$ cat src/rtl/multiword_add_seq.sv
// Multi-word add/sub sequencer.
// Splits a WORDS*16-bit add or subtract into WORDS passes through an external
// combinational 16-bit adder. The least significant word goes first, and each
// word's carry-out is fed back as the next word's carry-in. The assembled sum,
// the final carry and the signed overflow flag are returned on a valid/ready
// handshake.
module multiword_add_seq #(
    parameter int WORDS = 4
) (
    input  logic                  clk,
    input  logic                  rst,
    input  logic                  in_valid,
    output logic                  in_ready,
    input  logic [16*WORDS-1:0]   in_a,
    input  logic [16*WORDS-1:0]   in_b,
    input  logic                  in_cin,
    input  logic                  in_sub,
    output logic [15:0]           add_a,
    output logic [15:0]           add_b,
    output logic                  add_cin,
    input  logic [15:0]           add_s,
    input  logic                  add_cout,
    output logic                  out_valid,
    input  logic                  out_ready,
    output logic [16*WORDS-1:0]   out_sum,
    output logic                  out_cout,
    output logic                  out_ovf
);

    localparam int W     = 16 * WORDS;
    localparam int IDX_W = (WORDS > 1) ? $clog2(WORDS) : 1;
    localparam logic [IDX_W-1:0] LAST_IDX = IDX_W'(WORDS - 1);

    typedef enum logic [1:0] {
        IDLE = 2'd0,
        RUN  = 2'd1,
        DONE = 2'd2
    } state_t;

    state_t           state_q, state_d;
    logic [IDX_W-1:0] idx_q, idx_d;
    logic             carry_q, carry_d;
    logic [W-1:0]     a_q, a_d;
    logic [W-1:0]     b_q, b_d;
    logic [W-1:0]     sum_q, sum_d;
    logic             cout_q, cout_d;
    logic             ovf_q, ovf_d;

    logic [15:0]      word_a;
    logic [15:0]      word_b;
    logic             last_word;

    assign last_word = (idx_q == LAST_IDX);

    // State register
    always_ff @(posedge clk or posedge rst) begin
        if (rst) begin
            state_q <= IDLE;
        end else begin
            state_q <= state_d;
        end
    end

    // Next-state logic: accept -> run WORDS cycles -> hold result until taken
    always_comb begin
        state_d = state_q;
        case (state_q)
            IDLE:    if (in_valid)  state_d = RUN;
            RUN:     if (last_word) state_d = DONE;
            DONE:    if (out_ready) state_d = IDLE;
            default: state_d = IDLE;
        endcase
    end

    // FSM outputs: handshakes and adder drive (adder inputs are quiet outside RUN)
    always_comb begin
        in_ready  = (state_q == IDLE);
        out_valid = (state_q == DONE);
        add_a     = '0;
        add_b     = '0;
        add_cin   = 1'b0;
        if (state_q == RUN) begin
            add_a   = word_a;
            add_b   = word_b;
            add_cin = carry_q;
        end
    end

    // Select the current operand word from the latched operands
    always_comb begin
        word_a = '0;
        word_b = '0;
        for (int w = 0; w < WORDS; w++) begin
            if (idx_q == IDX_W'(w)) begin
                word_a = a_q[16*w +: 16];
                word_b = b_q[16*w +: 16];
            end
        end
    end

    // Datapath next-state: latch operands on accept, collect sum words while running
    always_comb begin
        a_d     = a_q;
        b_d     = b_q;
        carry_d = carry_q;
        idx_d   = idx_q;
        sum_d   = sum_q;
        cout_d  = cout_q;
        ovf_d   = ovf_q;
        if (state_q == IDLE && in_valid) begin
            a_d     = in_a;
            b_d     = in_sub ? ~in_b : in_b;
            carry_d = in_sub ? 1'b1 : in_cin;
            idx_d   = '0;
        end else if (state_q == RUN) begin
            for (int w = 0; w < WORDS; w++) begin
                if (idx_q == IDX_W'(w)) begin
                    sum_d[16*w +: 16] = add_s;
                end
            end
            carry_d = add_cout;
            idx_d   = idx_q + 1'b1;
            if (last_word) begin
                // b_q is already inverted for subtract, so its MSB is the effective sign
                cout_d = add_cout;
                ovf_d  = (a_q[W-1] == b_q[W-1]) & (add_s[15] != a_q[W-1]);
            end
        end
    end

    // Datapath registers
    always_ff @(posedge clk or posedge rst) begin
        if (rst) begin
            a_q     <= '0;
            b_q     <= '0;
            carry_q <= 1'b0;
            idx_q   <= '0;
            sum_q   <= '0;
            cout_q  <= 1'b0;
            ovf_q   <= 1'b0;
        end else begin
            a_q     <= a_d;
            b_q     <= b_d;
            carry_q <= carry_d;
            idx_q   <= idx_d;
            sum_q   <= sum_d;
            cout_q  <= cout_d;
            ovf_q   <= ovf_d;
        end
    end

    assign out_sum  = sum_q;
    assign out_cout = cout_q;
    assign out_ovf  = ovf_q;

endmodule
$ cat config.mk
export PLATFORM = sky130hd
export DESIGN_NAME = multiword_add_seq
export DESIGN_NICKNAME = d
export VERILOG_FILES = /design/src/rtl/multiword_add_seq.sv
export SDC_FILE = /design/constraint.sdc
export NUM_CORES = 1
export LEC_CHECK = 0
export BUFFER_PORTS_ARGS = -buffer_cell sky130_fd_sc_hd__buf_2
export CAP_MARGIN = 5
export CELL_PAD_IN_SITES_DETAIL_PLACEMENT = 0
export CELL_PAD_IN_SITES_GLOBAL_PLACEMENT = 1
export CORE_ASPECT_RATIO = 0.9
export CORE_MARGIN = 3
export CORE_UTILIZATION = 41
export CTS_BUF_LIST = sky130_fd_sc_hd__clkbuf_4
export DETAILED_ROUTE_END_ITERATION = 8
export PLACE_DENSITY = 0.87
export SLEW_MARGIN = 20
export SYNTH_ARGS = -nofsm -noshare
export SYNTH_HDL_FRONTEND = slang
export SYNTH_SLANG_ARGS = --single-unit
$ cat constraint.sdc
create_clock -name clk -period 6.9 [get_ports clk]
set_clock_uncertainty 0.2 [all_clocks]
set_input_delay 0.69 -clock clk [delete_from_list [all_inputs] [get_ports clk]]
set_output_delay 0.69 -clock clk [all_outputs]
set_load 0.1 [all_outputs]
======== Yosys cells after proc, flatten, opt, wreduce, memory -nomap -nowiden ========
Cells that the tools add are included.
W data, S select, Z words.
cells by class
  add/subtract/negate cells ............... 1
  multiply operators ...................... 0
  div/mod/pow operators ................... 0
  magnitude comparators ................... 0
  eq/ne operators ......................... 10
  shift-type cells ........................ 0
  muxes and demuxes ....................... 21
  bitwise gates (word level) .............. 3
  reduce and logical (&&, ||, !) cells .... 9
operator list
  operator               number
  $mux W16               10
  $mux W64               1
  $not A64 Y64           1
  $reduce_and A3 Y1      5
  $mux W2                5
  $eq A2 B2 Y1 const B   3
  $pmux W2 S3            1
  $eq A2 B1 Y1 const B   2
  $logic_not A2 Y1       2
  $mux W1                4
  $ne A2 B2 Y1 const B   2
  $add A2 B1 Y2 const B  1
  $ne A2 B1 Y1 const B   1
  $reduce_bool A2 Y1     1
  $and A1 B1 Y1          1
  $eq A1 B1 Y1           1
  $logic_and A1 B1 Y1    1
  $ne A1 B1 Y1           1
  $not A1 Y1             1
word-level totals
  flip-flop bits (word level) ............. 199
  bits in latches ......................... 0
  RAM bits ................................ 0
  ROM bits ................................ 0
  output and inout port bits .............. 101
  memories ................................ 0

======== Longest topological paths before layout ========
Gate-level depths: netlist of the first run.
  depth after elaboration ................. 6
  depth in mapped cells ................... 8

======== Worst setup path after synthesis of the first run ========
OpenSTA, ideal clock, no wires.
  kind .................................... reg-to-output
  from .................................... register idx_q[0]
  to ...................................... output port add_a[5]
  arrival time ............................ 3.579 ns
  path slack .............................. 2.431 ns
  cell stages (with the launch flop) ...... 8
  buffers on the path ..................... 3
  cells stage by stage .................... dfrtp_1 ha_1 clkbuf_1 nor2b_1 clkbuf_1 buf_2 a221oi_1 o31ai_1
on the way
  word-level cells in the longest chain between the ends .. 6
  elaborated cells on any way between the ends .. 9
ends and longest elaborated chain
  item                      RTL line  RTL
  start: declaration        41        logic [IDX_W-1:0] idx_q, idx_d;
  start signal: assignment  145       idx_q <= idx_d;
  $logic_not A2 Y1          94        if (idx_q == IDX_W'(w)) begin
  $mux W16 (3 in series)    94
  $mux W16 *                94
  $mux W16 *                82        if (state_q == RUN) begin
  end: declaration          18        output logic [15:0] add_a,
Every way passes the cells marked *; elsewhere a longest branch is shown, timed or not.

======== Worst setup path after layout of the first run ========
  from .................................... register idx_q[0]
  to ...................................... output port add_a[2]
The elaborated chain is that of the path after synthesis.

==> results of run 1 <==
placed cells by master, fill, tap and decap left out, drive strengths merged:
cell type,netlist,final
ha,4,4
diode,0,1
nor3b,1,1
o31ai,31,31
clkbuf,32,18
dfrtp,199,199
nand3,33,33
buf,39,260
nor2,2,2
and3b,1,1
inv,5,12
or3b,1,1
nor2b,2,2
mux2,65,65
a221oi,32,32
nand2,264,264
nand2b,2,2
and2,1,1
o21ai,101,101
a21oi,1,1
xnor2,64,64
clkinv,0,6
clkinvlp,0,1
nand3b,1,1
o32ai,2,2
worst max-delay path, cell delays in order, from the launching register on:
cell and delay (ps):
sky130_fd_sc_hd__dfrtp_1 460, sky130_fd_sc_hd__inv_1 110, sky130_fd_sc_hd__ha_1 180, sky130_fd_sc_hd__nor2b_2 590
sky130_fd_sc_hd__buf_4 380, sky130_fd_sc_hd__a221oi_1 140, sky130_fd_sc_hd__o31ai_1 400, sky130_fd_sc_hd__buf_2 500
cell families (layout without fill, tap and decap cells):
family | Yosys count | in the layout
and+or+nand+nor | 308 | 308
DFF | 199 | 199
AOI/OAI and AO/OA | 167 | 167
buffers and inverters | 76 | 297
muxes | 65 | 65
xor gates and xnor gates | 64 | 64
adders and majority gates | 4 | 4
other | 0 | 1
per-stage QoR:
| stage | instances | hold slack (ps) | setup slack (ps) | util, % |
|---|---|---|---|---|
| 5_1_grt | 1391 | 11.7 | 2480 | 50.2 |
| 3_5_place_dp | 1357 | 260 | 3320 | 48.8 |
| 2_1_floorplan | 883 | 240 | 584 | - |
| 3_3_place_gp | 1357 | 255 | 3420 | 48.8 |
| 6_report | 1391 | 59.8 | 2690 | 50.2 |
| 4_1_cts | 1389 | 27.0 | 2650 | 50.1 |
sequential cells by signal (all words and copies together), names as in the netlist:
name,count
out_ovf,1
b_q,64
a_q,64
idx_q,2
state_q,2
out_sum,64
carry_q,1
out_cout,1
path summary, 6_finish.rpt:
| kind | from | endpoint | slack (ps) | cells past startpoint |
|---|---|---|---|---|
| worst max register to register | state_q[1]$_DFFE_PP0P_ | b_q[55]$_DFFE_PP0P_ | 4040 | 3 |
| worst min-delay path | rst | b_q[54]$_DFFE_PP0P_ | 60 | 2 |
| min in group clk | in_a[54] | a_q[54]$_DFFE_PP0P_ | 80 | 3 |
| worst min register to register | b_q[34]$_DFFE_PP0P_ | b_q[34]$_DFFE_PP0P_ | 290 | 2 |
| worst max-delay path | idx_q[0]$_DFFE_PP0P_ | add_a[2] | 2690 | 7 |
| max in group asynchronous | rst | a_q[18]$_DFFE_PP0P_ | 5010 | 3 |
final cells by class:
type | count | area share [%]
inverter | 5 | 0.248
timing repair buffer | 260 | 12.5
sequential | 199 | 46.9
multi-input combinational | 608 | 34.3
antenna | 1 | 0.0236
tap | 286 | 3.37
clock inverter | 14 | 1.30
clock buffer | 18 | 1.27
routing by layer:
layer | share of wire, % | GRT usage, %
met5 | 0.085 | 0
met4 | 1.7 | 4.95
met3 | 7.0 | 4.91
met2 | 43 | 30.1
met1 | 48 | 31.9
==> impl.org, run 1 <==
** Global route
- The number of global-route vias before repair was 6977.
- Global routing used between 20% and 30% of the available tracks.
- The first global-routing pass estimated 39200 um of wire.
- Initial antenna violation count :: 3
- Congestion Overflow GR :: 0
- Entering global routing, the biggest net connects 135 pins.

** Synth
- Summing the areas of all compound-gate instances in the mapped netlist gives 11.6% of the synthesized area.
- After synthesis, the largest area contributor takes up 55.5% of total cell area.
- In the synthesized netlist, the cells that appear most often are 261 x sky130_fd_sc_hd__nand2_1, 199 x sky130_fd_sc_hd__dfrtp_1, 101 x sky130_fd_sc_hd__o21ai_0.
- Number of nets in the synthesized netlist :: 1038
- During synthesis, Yosys emitted a total of 0 warnings.
- Post-synth EDFFs :: 0
- After Yosys synthesis, and, or, nand and nor cells account for 13.8% of the synthesized area.
- For this run, asynchronously set or reset flops after synthesis account for 100%.
- Cell taking the most area after synthesis :: sky130_fd_sc_hd__dfrtp_1
- After synthesis the netlist holds a flip-flop and latch count of 199.
- Leading cell type by number of instances after synthesis :: sky130_fd_sc_hd__nand2_1
- After synthesis, the largest family of logic cells by area is simple AND/OR/NAND/NOR gates.
- Post-synthesis share of cell area spent on full adders, half adders and majority gates :: 0.558%
- Xor and xnor fraction of the mapped netlist area :: under 10%
- In this run the cell area of the synthesized design comes to 8970 um2.
- Multiplexer area fraction after synthesis :: 8.16%
- The average instance in the mapped netlist occupies 10.2 um2.
- Of the synthesized area, sequential elements account for ~55%.
- Sorting the synthesized cells by area gives the leading types as sky130_fd_sc_hd__dfrtp_1 55%, sky130_fd_sc_hd__nand2_1 11%, sky130_fd_sc_hd__mux2_2 8.2%.
- Unique masters post-synth :: 26
- Counting every instance in the synthesized netlist gives between 800 and 900.
- For this run, the leading register cell type out of synthesis is sky130_fd_sc_hd__dfrtp_1.

** Routing
- After detailed routing, the number of vias per cell comes to 5.10.
- In the routed design, unresolved DRC markers number 0.
- ANT nets after route :: 0
- Final wirelength :: ~25000 um
- After the first detailed-routing iteration, the DRC count stood at about 650.
- Summing over every cut layer, the via total after detailed routing is 7100.
- Detailed Routing Iterations Pass 1 :: 5
- Per-cell routed wire length :: 17.8 um

** Cells and area
- Net count, final :: 1246
- The area growth from synthesis to layout is 18.2%.
- The finished cells cover 10600 um2.
- Cells with a size suffix above 1 make up 33.2% of the layout.
- Fill count :: 2060
- Combined flip-flop and latch cell area :: 4980 um2
- The multi-input combinational cells in the finished layout cover a total of 3640 um2.

** STA
- Setup violations remaining at the end of the flow were counted as 0.
- The smallest clock period supported by the final layout is computed as 4210 ps.
- For the pin with the worst max-slew slack, the measured transition is ~1000 ps.
- Remaining max-slew budget at the tightest pin :: 30.2%
- Highest achievable clock rate :: 237 MHz
- The worst path uses 61.1% of the clock period.
- Final slew viol count :: 0
- Sum of negative setup slack :: 0 ps
- The hold violation total from the final report was 0.
- Setup repair after global routing left no endpoint under its margin.

** Floorplanning
- The floorplan has 50 rows.
- around 250 I/O pins were placed.
- The core region is 21100 um2.
- Die width :: 162 um
- In this run the vertical extent of the chip is 146 um.
- Initial core utilization :: 42.4%
- Total die area :: approximately 24000 um2

** Placement
- Instance area after placement :: 10300 um2
- Buffers on Ports :: between 200 and 300
- At the end of routability-driven placement, the weighted congestion stood at just under 0.9.
- Detail Placement HPWL :: ~17000 um

** Worst setup path
- Worst setup EP type :: output pin
- The worst setup path is launched from a flop.
- For the worst setup path, the data required time is 6010 ps.
- STA puts the critical path data arrival time at 3320 ps.
- By startpoint and endpoint, the worst setup path is classified as reg -> out.
- Largest driver fanout on the critical path :: 17

** Status
- Result of the run :: complete, no violations

** Clock tree
- The number of hold buffers added after CTS was 0.
- The H-tree was split into 4 levels.
- Root cell of the clock tree :: sky130_fd_sc_hd__clkbuf_4
- Number of gates resized after CTS :: 0
- The clock passes through at most 2 buffers.
- After clock tree synthesis, the clock-pin slew on the worst setup and hold paths is around 180 ps.
- TritonCTS clock tree :: yes
- For the worst-skew pair, the clock arrives at the later sink with an insertion delay of 580 ps.
- The number of setup buffers added after CTS is 0.
- TritonCTS Buffers :: 17
- The clock drives around 200 sinks.

** Flow run
- Max capacitance violation total :: 0

** Hold path
- The min-delay analysis places its worst path in the category in -> async.
Power of run 1 is not shown: default switching activity piles up to over one toggle a cycle in this logic, so the estimate is an artifact.
==> inputs of run 2 (changes only) <==
==> constraint.sdc (replaced) <==
create_clock -name clk -period 4.4 [get_ports clk]
set_clock_uncertainty 0.2 [all_clocks]
set_input_delay 0.44 -clock clk [delete_from_list [all_inputs] [get_ports clk]]
set_output_delay 0.44 -clock clk [all_outputs]
set_load 0.1 [all_outputs]
==> impl.org, run 2 (synthesis results as in run 1) <==
** Status
- Result of the run :: complete, no violations

** Cells and area
- Most common library cell in the layout ignoring fill and taps :: sky130_fd_sc_hd__nand2_1
- Most frequent cells in the layout :: 261 x sky130_fd_sc_hd__nand2_1, 250 x sky130_fd_sc_hd__buf_2, 199 x sky130_fd_sc_hd__dfrtp_1
- The final core utilization was 57.6% (+7.4 points).
- Compared with the post-synthesis result, the final layout area differs by 35.7%.
- The net count reported at finish was 1398 (+12%).
- The share of final-layout standard cells stronger than drive strength 1 was 29.5% (-3.7 points).

** Global route
- Largest net degree at the start of global routing :: 119 (-12%)
- The total routing resource utilization after global routing is 22.0% (+1.1 points).
- Wire length of the first global-routing pass :: 41200 um (+5.2%)
- The number of global-route vias before repair came to 7640 (+9.5%).
- The number of antenna violations at the first check in global routing was 1 (-2).
- The leftover overflow at the end of global routing is 0 (unchanged).

** Hold path
- The worst hold path was traced through 2 stages.
- The worst hold path begins at a_q[32]$_DFFE_PP0P_.
- The path with the worst hold slack has its endpoint at a_q[32]$_DFFE_PP0P_.
- Tightest Hold Check Type :: reg -> reg

** Routing
- The number of violations reported at the end of detailed-routing iteration 0 is 638 (-2.0%).
- ANT nets after route :: 0 (unchanged)
- Vias after detailed routing :: 7667 (+8.0%)
- The via density per instance is 4.97 (-2.7%).
- Per-cell routed wire length :: 16.8 um (-5.8%)
- The total wirelength of the detailed-routed design was 25900 um (+4.4%).
- Residual DRC count :: 0 (unchanged)
- The count of TritonRoute iterations in the first routing pass is 4 (-1).

** Flow run
- Max capacitance violation total :: 0 (unchanged)

** Worst setup path
- Total buffers and inverters traversed by the critical path :: 3 (unchanged)
- Worst path arrival time :: 2980 ps (-340 ps)
- Tracing the worst setup path back leads to its startpoint at idx_q[1]$_DFFE_PP0P_.
- Startpoint kind of the worst setup timing path :: flop
- The required time at the worst-slack endpoint was 3760 ps (-2250 ps).
- The stage delay of the slowest cell on the critical path came to 480 ps (-110 ps).
- The worst setup path is captured at an output pin.
- R2R depth :: 5 (+2)
- RR Startpoint :: idx_q[0]$_DFFE_PP0P_
- The setup path with the least slack is of type reg -> out.
- On the critical path, the stage with the largest delay is an instance of sky130_fd_sc_hd__buf_2.
- Cell class contributing the biggest share of worst-path delay :: buffers and inverters
- The worst register-to-register path ends at out_sum[61]$_DFFE_PP0P_.
- The worst-case register-to-register setup slack is 1890 ps (-2150 ps).
- The critical path goes through inv_1 -> ha_1 -> buf_4 -> a221oi_1 -> o31ai_1 -> buf_2.
- The maximum net fanout on the critical path came to 25 (+8).

** STA
- The sum of negative setup slack came to 0 ps (unchanged).
- Highest achievable clock rate :: 276 MHz
- Remaining max-slew budget at the tightest pin :: 30.3% (+0.035 points)
- Actual slew at the worst max-slew pin :: 1050 ps (+0.627 ps)
- The final critical path takes up 82.3% of the cycle.
- The worst path in the final design needs a cycle of 3620 ps, including I/O delays and setup.
- Hold slack final :: 292 ps (+233 ps)
- The final count of negative-setup-slack endpoints is 0 (unchanged).
- Hold violation total from the final report :: 0 (unchanged)
- Final slew viol count :: 0 (unchanged)
- Setup repair after global routing left no endpoint under its margin.

** Placement
- Detail Placement HPWL :: 16800 um (-2.7%)
- Buffers on Ports :: 251 (unchanged)
- The final estimated routing congestion in global placement is 0.859 (-3.8%).

** Clock tree
- TritonCTS Buffers :: 17 (unchanged)
- The post-CTS setup buffer count came to 0 (unchanged).
- Root cell of the clock tree :: sky130_fd_sc_hd__clkbuf_4
- Worst-Skew Late Latency :: 590 ps (about the same)
- The number of buffers inserted by hold repair at cts was 148 (+148).
- The CTS H-tree depth is 4 (unchanged).
- The maximum clock insertion buffer count is 2 (unchanged).
- Clock Sinks :: 199 (unchanged)
- TritonCTS clock tree :: yes
- Number of gates resized after CTS :: 0 (unchanged)
- Clock slew at the register clock pins of the worst setup and hold paths :: 170 ps (about the same)

** Floorplanning
- Chip Height :: 146 um (unchanged)
- Total die area :: 23700 um2 (unchanged)
- Die width :: 162 um (unchanged)
- Std cell rows :: 50 (unchanged)
- The area of the placeable core is 21100 um2 (unchanged).
- The starting density of the core is 42.4% (unchanged).
- IO Count :: 252 (unchanged)
-- run 2: cell count changes in the layout (fill, tap and decap cells not counted), moves of 2 or more --
cell / change
sky130_fd_sc_hd__buf_12: +3
sky130_fd_sc_hd__inv_6: +2
sky130_fd_sc_hd__clkinv_8: +2
sky130_fd_sc_hd__clkinv_4: -3
sky130_fd_sc_hd__inv_8: -2
sky130_fd_sc_hd__dlygate4sd3_1: +148
sky130_fd_sc_hd__buf_4: +2
-- run 2: final cells by class --
cell class / count / area (um2)
Antenna cell: 1 / 2.50
Fill cell: 1850 / 8960
Timing Repair Buffer: 412 / 2880
Inverter: 5 / 22.5
Sequential cell: 199 / 4980
Tap cell: 286 / 358
Clock buffer: 17 / 128
Multi-Input combinational cell: 608 / 3640
Clock inverter: 15 / 178
-- run 2: how the worst max path moves through the flow --
stage / slack [ps] / endpoint / cells past startpoint
after detailed placement: 1400 / add_b[14] / 6
after CTS: 690 / add_b[14] / 6
after floorplan: 180 / add_a[5] / 7
after global routing: 470 / add_a[7] / 6
after global placement: 1400 / add_a[2] / 6
final: 780 / add_b[2] / 6
-- run 2: per-stage QoR --
step                      std cells  instance area [um2]  setup slack [ps]
after detailed placement       1362                10400              1400
final                          1543                12200               778
after floorplan                 883                 8980               181
after global routing           1543                12200               469
after CTS                      1542                12200               693
after global placement         1362                10400              1400
-- run 2: per-layer routing --
layer	vias up	GRT usage, %	share of wire [%]
li1	3704	-	-
met1	3655	31.3	47
met2	264	33.8	45
met3	44	4.20	5.0
met4	0	7.68	2.4
met5	-	0	0
-- run 2: worst min-delay path, stage by stage (launching register included) --
cell	delay, ps
sky130_fd_sc_hd__dfrtp_1	370
sky130_fd_sc_hd__nand2_1	50
sky130_fd_sc_hd__nand2_1	50
Power of run 2 is left out for the same reason.
